## src/rtl/lfsr_pkg.sv

```systemverilog
// Shared types and constants for the LFSR sequence source and sampler.
package lfsr_pkg;

  typedef enum logic [1:0] {
    ST_IDLE    = 2'd0,
    ST_SKIP    = 2'd1,
    ST_PRESENT = 2'd2
  } samp_state_e;

  localparam int unsigned CNT_W = 8;

  localparam logic [7:0]  TAPS_W8  = 8'h8E;
  localparam logic [15:0] TAPS_W16 = 16'hD008;
  localparam logic [31:0] TAPS_W32 = 32'h80200003;

  // Default Fibonacci tap mask for the supported widths; zero means "supply your own".
  function automatic logic [31:0] default_taps(input int unsigned width);
    logic [31:0] taps;
    case (width)
      8:       taps = {24'd0, TAPS_W8};
      16:      taps = {16'd0, TAPS_W16};
      32:      taps = TAPS_W32;
      default: taps = 32'd0;
    endcase
    return taps;
  endfunction

endpackage

```

## src/rtl/lfsr_core.sv

```systemverilog
// LFSR register with seed load, zero-seed substitution, lockup flag and wrap detection.
module lfsr_core
  import lfsr_pkg::*;
#(
  parameter int unsigned           WIDTH    = 8,
  parameter logic [WIDTH-1:0]      TAPS     = WIDTH'(default_taps(WIDTH)),
  parameter logic [WIDTH-1:0]      SEED     = '1,
  parameter int unsigned           SAMPLE_W = 4
) (
  input  logic                clk_i,
  input  logic                reset_i,
  input  logic                load_i,
  input  logic [WIDTH-1:0]    load_val_i,
  input  logic                step_i,
  output logic [WIDTH-1:0]    lfsr_o,
  output logic [SAMPLE_W-1:0] sample_next_o,
  output logic                wrap_o,
  output logic                lockup_o
);

  logic [WIDTH-1:0] lfsr_q, lfsr_d;
  logic [WIDTH-1:0] start_q, start_d;
  logic [WIDTH-1:0] next_lfsr;
  logic [WIDTH-1:0] load_val;
  logic             load_zero;
  logic             wrap_q, wrap_d;
  logic             lockup_q, lockup_d;

  assign next_lfsr = {lfsr_q[WIDTH-2:0], ^(lfsr_q & TAPS)};
  assign load_zero = (load_val_i == '0);
  assign load_val  = load_zero ? SEED : load_val_i;

  // Next-state: a load beats a step; wrap is flagged only for a step landing on the start value.
  always_comb begin
    lfsr_d   = lfsr_q;
    start_d  = start_q;
    lockup_d = lockup_q;
    wrap_d   = 1'b0;
    if (load_i) begin
      lfsr_d   = load_val;
      start_d  = load_val;
      lockup_d = lockup_q | load_zero;
    end else if (step_i) begin
      lfsr_d = next_lfsr;
      wrap_d = (next_lfsr == start_q);
    end
  end

  // State register with synchronous reset to the seed.
  always_ff @(posedge clk_i) begin
    if (reset_i) begin
      lfsr_q   <= SEED;
      start_q  <= SEED;
      wrap_q   <= 1'b0;
      lockup_q <= 1'b0;
    end else begin
      lfsr_q   <= lfsr_d;
      start_q  <= start_d;
      wrap_q   <= wrap_d;
      lockup_q <= lockup_d;
    end
  end

  assign lfsr_o        = lfsr_q;
  assign sample_next_o = next_lfsr[SAMPLE_W-1:0];
  assign wrap_o        = wrap_q;
  assign lockup_o      = lockup_q;

endmodule

```

## src/rtl/lfsr_sampler.sv

```systemverilog
// LFSR sequence source with a request/valid sample port that skips SKIP steps per sample.
module lfsr_sampler
  import lfsr_pkg::*;
#(
  parameter int unsigned      WIDTH    = 8,
  parameter logic [WIDTH-1:0] TAPS     = WIDTH'(default_taps(WIDTH)),
  parameter logic [WIDTH-1:0] SEED     = '1,
  parameter int unsigned      SAMPLE_W = 4,
  parameter int unsigned      SKIP     = 3
) (
  input  logic                clk_i,
  input  logic                reset_i,
  input  logic                enable_i,
  input  logic                seed_load_i,
  input  logic [WIDTH-1:0]    seed_in_i,
  input  logic                sample_req_i,
  input  logic                sample_ready_i,
  output logic                sample_valid_o,
  output logic [SAMPLE_W-1:0] sample_data_o,
  output logic                busy_o,
  output logic [WIDTH-1:0]    state_out_o,
  output logic                wrap_o,
  output logic                lockup_o
);

  localparam logic [CNT_W-1:0] SKIP_LAST = CNT_W'(SKIP - 1);

  samp_state_e         state_q, state_d;
  logic [CNT_W-1:0]    cnt_q, cnt_d;
  logic [SAMPLE_W-1:0] data_q, data_d;
  logic [WIDTH-1:0]    state_out_q;
  logic [WIDTH-1:0]    lfsr;
  logic [SAMPLE_W-1:0] sample_next;
  logic                step;

  assign step = enable_i | (state_q == ST_SKIP);

  lfsr_core #(
    .WIDTH    (WIDTH),
    .TAPS     (TAPS),
    .SEED     (SEED),
    .SAMPLE_W (SAMPLE_W)
  ) u_core (
    .clk_i         (clk_i),
    .reset_i       (reset_i),
    .load_i        (seed_load_i),
    .load_val_i    (seed_in_i),
    .step_i        (step),
    .lfsr_o        (lfsr),
    .sample_next_o (sample_next),
    .wrap_o        (wrap_o),
    .lockup_o      (lockup_o)
  );

  // Sampler FSM: count SKIP steps, capture the last step's low bits, hold until accepted.
  always_comb begin
    state_d = state_q;
    cnt_d   = cnt_q;
    data_d  = data_q;
    case (state_q)
      ST_IDLE: begin
        if (sample_req_i) begin
          state_d = ST_SKIP;
          cnt_d   = '0;
        end
      end
      ST_SKIP: begin
        if (seed_load_i) begin
          cnt_d = '0;
        end else if (cnt_q == SKIP_LAST) begin
          data_d  = sample_next;
          cnt_d   = '0;
          state_d = ST_PRESENT;
        end else begin
          cnt_d = cnt_q + 1'b1;
        end
      end
      ST_PRESENT: begin
        if (sample_ready_i) begin
          state_d = ST_IDLE;
        end
      end
      default: state_d = ST_IDLE;
    endcase
  end

  // FSM and output registers; reset aborts any sample in flight.
  always_ff @(posedge clk_i) begin
    if (reset_i) begin
      state_q     <= ST_IDLE;
      cnt_q       <= '0;
      data_q      <= '0;
      state_out_q <= '0;
    end else begin
      state_q     <= state_d;
      cnt_q       <= cnt_d;
      data_q      <= data_d;
      state_out_q <= lfsr;
    end
  end

  assign sample_valid_o = (state_q == ST_PRESENT);
  assign busy_o         = (state_q != ST_IDLE);
  assign sample_data_o  = data_q;
  assign state_out_o    = state_out_q;

endmodule

```

## config.mk

```make
export PLATFORM = sky130hd
export DESIGN_NAME = lfsr_sampler
export DESIGN_NICKNAME = d
export VERILOG_FILES = /design/src/rtl/lfsr_pkg.sv /design/src/rtl/lfsr_core.sv /design/src/rtl/lfsr_sampler.sv
export SDC_FILE = /design/constraint.sdc
export NUM_CORES = 1
export LEC_CHECK = 0
export CORE_UTILIZATION = 52
export DETAILED_ROUTE_END_ITERATION = 8
export HOLD_SLACK_MARGIN = 0.02
export PLACE_DENSITY_LB_ADDON = 0.05
export SKIP_CTS_REPAIR_TIMING = 1
export SYNTH_ARGS = -nofsm -noshare
export SYNTH_HDL_FRONTEND = slang
export SYNTH_SLANG_ARGS = --single-unit
```

## constraint.sdc

```tcl
create_clock -name clk_i -period 1.9 [get_ports clk_i]
set_clock_uncertainty 0.05 [all_clocks]
set_input_delay 0.38 -clock clk_i [delete_from_list [all_inputs] [get_ports clk_i]]
set_output_delay 0.38 -clock clk_i [all_outputs]
set_load 0.05 [all_outputs]
```

==> flow_metrics.py <==
metrics = {
    "timing": {
        "whs_ns": 0.452,
        "setup_viol": 0,
        "finalHoldViolations": 0,
        "timing.slew.headroom_pct": 66.3,
        "fmax_mhz": 537,
        "fin_crit_ns": 1.86,
        "tightest_slew_ns": 0.503,
        "timing.final.crit_share_pct": 98.0,
        "drv_slew": 0,
        "fin_ws_ns": 0.0380,
    },
    "pwr": {
        "pwr-share-comb_pct": 19.4,
        "internal-power_w": 0.00122,
        "cellPowerDensity_nw_per_um2": 756,
        "power_frac_clock_pct": 25.9,
        "power.ir.vdd_worst_v": 0.000462,
        "switchingPower_w": 0.000464,
        "netSwitchingFraction_pct": 27.6,
        "seq_power_share_pct": 54.7,
        "leakagePower_nw": 0.918,
    },
    "global_routing": {
        "grt_use_total_pct": 20.3,
        "grt_pass1_vias": 1211,
        "antenna_found_initial": 0,
        "grt_pass1_wl_um": 5500,
        "grt_max_degree": 22,
        "grt_overflow": 0,
    },
    "clocking": {
        "root_buffer": "clkbuf_4",
        "htreeDepth": 2,
        "cts_tree": "built",
        "clock_path_buffers": 2,
        "clock_sinks": 40,
        "clock_latency_ns": 0.32,
        "cts_made_buffers": 5,
        "clk_pin_slew_ns": 0.11,
    },
    "finish": {
        "n_antenna_cell": 0,
        "final_common_cell": "dfxtp_1",
        "final_layout_size_suffix_gt1_share_pct": 17.3,
        "fin_nets": 223,
        "final_cell_mix": "dfxtp_1, nor2_1, mux2i_1, clkdlybuf4s50_1, buf_4",
        "n_fill_cell": 270,
        "utilization_pct": 70.4,
        "areaGrowthSynthToFinish_pct": 25.1,
    },
    "detailed_routing": {
        "via_count": 1308,
        "routedWlPerCell_um": 13.4,
        "post-route-drc-count": 0,
        "wl_um": 3370,
        "ant_nets": 0,
        "first_pass_iters": 4,
        "drt_iter0_drc": 79,
        "avgViaCountPerCell": 5.19,
    },
    "floorplanning": {
        "die_h_um": 60.4,
        "coreArea_sq_um": 3150,
        "die_w_um": 60.4,
        "start_util_pct": 56.3,
        "io_pins": 30,
        "row_count": 20,
        "die_area_sq_um": 3650,
    },
    "yosys": {
        "postSynthAreaPerCell_sq_um": 10.4,
        "syn_inst": 170,
        "netlist-cell-type-count": 36,
        "ys.flop_type": "dfxtp_1",
        "synth-edff-count": 0,
        "ys_warn_count": 0,
        "synth_area_leaders": "dfxtp_1, mux2i_1, xnor2_1, nor2_1, nor2b_1",
        "synthArstFlopShare_pct": 0,
        "synth_nets": 186,
        "synth_top_area_share_pct": 45.1,
        "synth_top_cell_by_area": "dfxtp_1",
        "netlist_area_sq_um": 1780,
        "yosysSeqAreaShare_pct": 45.1,
        "ys_ff_latch": 40,
    },
    "setup_path": {
        "path_buf_inv": 1,
        "crit_fanout": 1,
        "cp_cell_sequence": "clkdlybuf4s50_1",
        "worst_path_dominant_cell_family": "buffers and inverters",
        "arrival_ns": 1.43,
        "crit_required_ns": 1.47,
        "critPathKind": "flip-flop to output port",
        "cp-end-kind": "output port",
        "max_stage_delay_ns": 0.80,
        "cp-start-kind": "flip-flop",
        "cp_slowest_cell": "clkdlybuf4s50_1",
    },
    "status": {
        "status": "complete, no violations",
    },
    "hold_path": {
        "hold_class": "flip-flop to flip-flop",
    },
    "run": {
        "maxCapViolCount": 0,
    },
    "placed_design": {
        "place_hpwl_um": 2510,
        "place_ws_ns": 0.0256,
        "gp_congestion": 0.847,
        "portBuffers": 29,
    },
}
-- cell usage after synthesis (all sizes together) (2+ instances only) --
library cell / instances
nor2: 23
xor2: 5
mux2i: 18
a21oi: 9
inv: 3
ha: 2
nand2b: 2
nor4: 2
nor3: 3
dfxtp: 40
nor2b: 11
xnor2: 13
o21ai: 2
nand4: 4
nand2: 10
o21bai: 2
buf: 5
a41oi: 2
-- routing by layer --
metal,track usage (%),up-vias,part of all wire [%]
met2,35.2,29,51
met4,5.84,0,0.44
met5,0,-,0
met1,25.7,619,45
li1,-,658,-
met3,3.84,2,3.7
-- tightest hold or removal path, cell delays in order (launching register included) --
cell     delay, ns
dfxtp_1       0.35
a41oi_1       0.05
nor2_1        0.08
-- power groups by stage --
stage / logic, W / registers [W] / clock network [W]
after global placement: 0.000321 / 0.000937 / 0
after detailed placement: 0.000326 / 0.000938 / 0
after floorplan: 0.000159 / 0.000987 / 0
after CTS: 0.000328 / 0.000919 / 0.000446
after global routing: 0.000348 / 0.000925 / 0.000488
final: 0.000325 / 0.000919 / 0.000435
-- worst paths after layout --
kind                                       from         endpoint  slack, ns  cells past startpoint
worst min-delay path            u_core.lockup_o  u_core.lockup_o       0.45                      2
worst max-delay path             state_out_o[2]   state_out_o[2]       0.04                      1
worst min register to register  u_core.lockup_o  u_core.lockup_o       0.45                      2
worst max register to register         cnt_q[0]         cnt_q[1]       0.24                      6
-- sequential cells by signal, summed over array words and instances (netlist names) --
signal and cells:
u_core.wrap_o 1, cnt_q 8, state_q 2, u_core.start_q 8
u_core.lockup_o 1, state_out_o 8, sample_data_o 4, u_core.lfsr_o 8
-- stage by stage --
stage          cell area [sq um]  std cells  TNS (ns)  total power, W
2_1_floorplan               1780        170         0         0.00115
3_5_place_dp                2150        244         0         0.00126
5_1_grt                     2220        252  -0.00754         0.00176
4_1_cts                     2210        252         0         0.00169
6_report                    2220        252         0         0.00168
3_3_place_gp                2150        244         0         0.00126
-- logic make-up (layout without fill, tap and decap cells) --
| logic type | after synthesis | after routing | synth area share (%) |
|---|---|---|---|
| AOI/OAI and AO/OA | 21 | 21 | 12.1 |
| xor gates and xnor gates | 18 | 18 | 8.88 |
| adders and majority gates | 2 | 2 | 1.41 |
| buffers and inverters | 9 | 47 | 2.54 |
| DFF | 40 | 40 | 45.1 |
| muxes | 18 | 18 | 10.1 |
| and+or+nand+nor | 62 | 62 | 19.9 |
-- layout make-up --
cell class | count | area [sq um] | area share, %
multi-input combinational | 121 | 930 | 41.9
clock buffer | 8 | 58.8 | 2.65
sequential | 40 | 801 | 36.1
inverter | 3 | 11.3 | 0.507
timing repair buffer | 36 | 365 | 16.5
tap | 44 | 55.1 | 2.48
No activity file was read; power rests on OpenSTA's default activity.
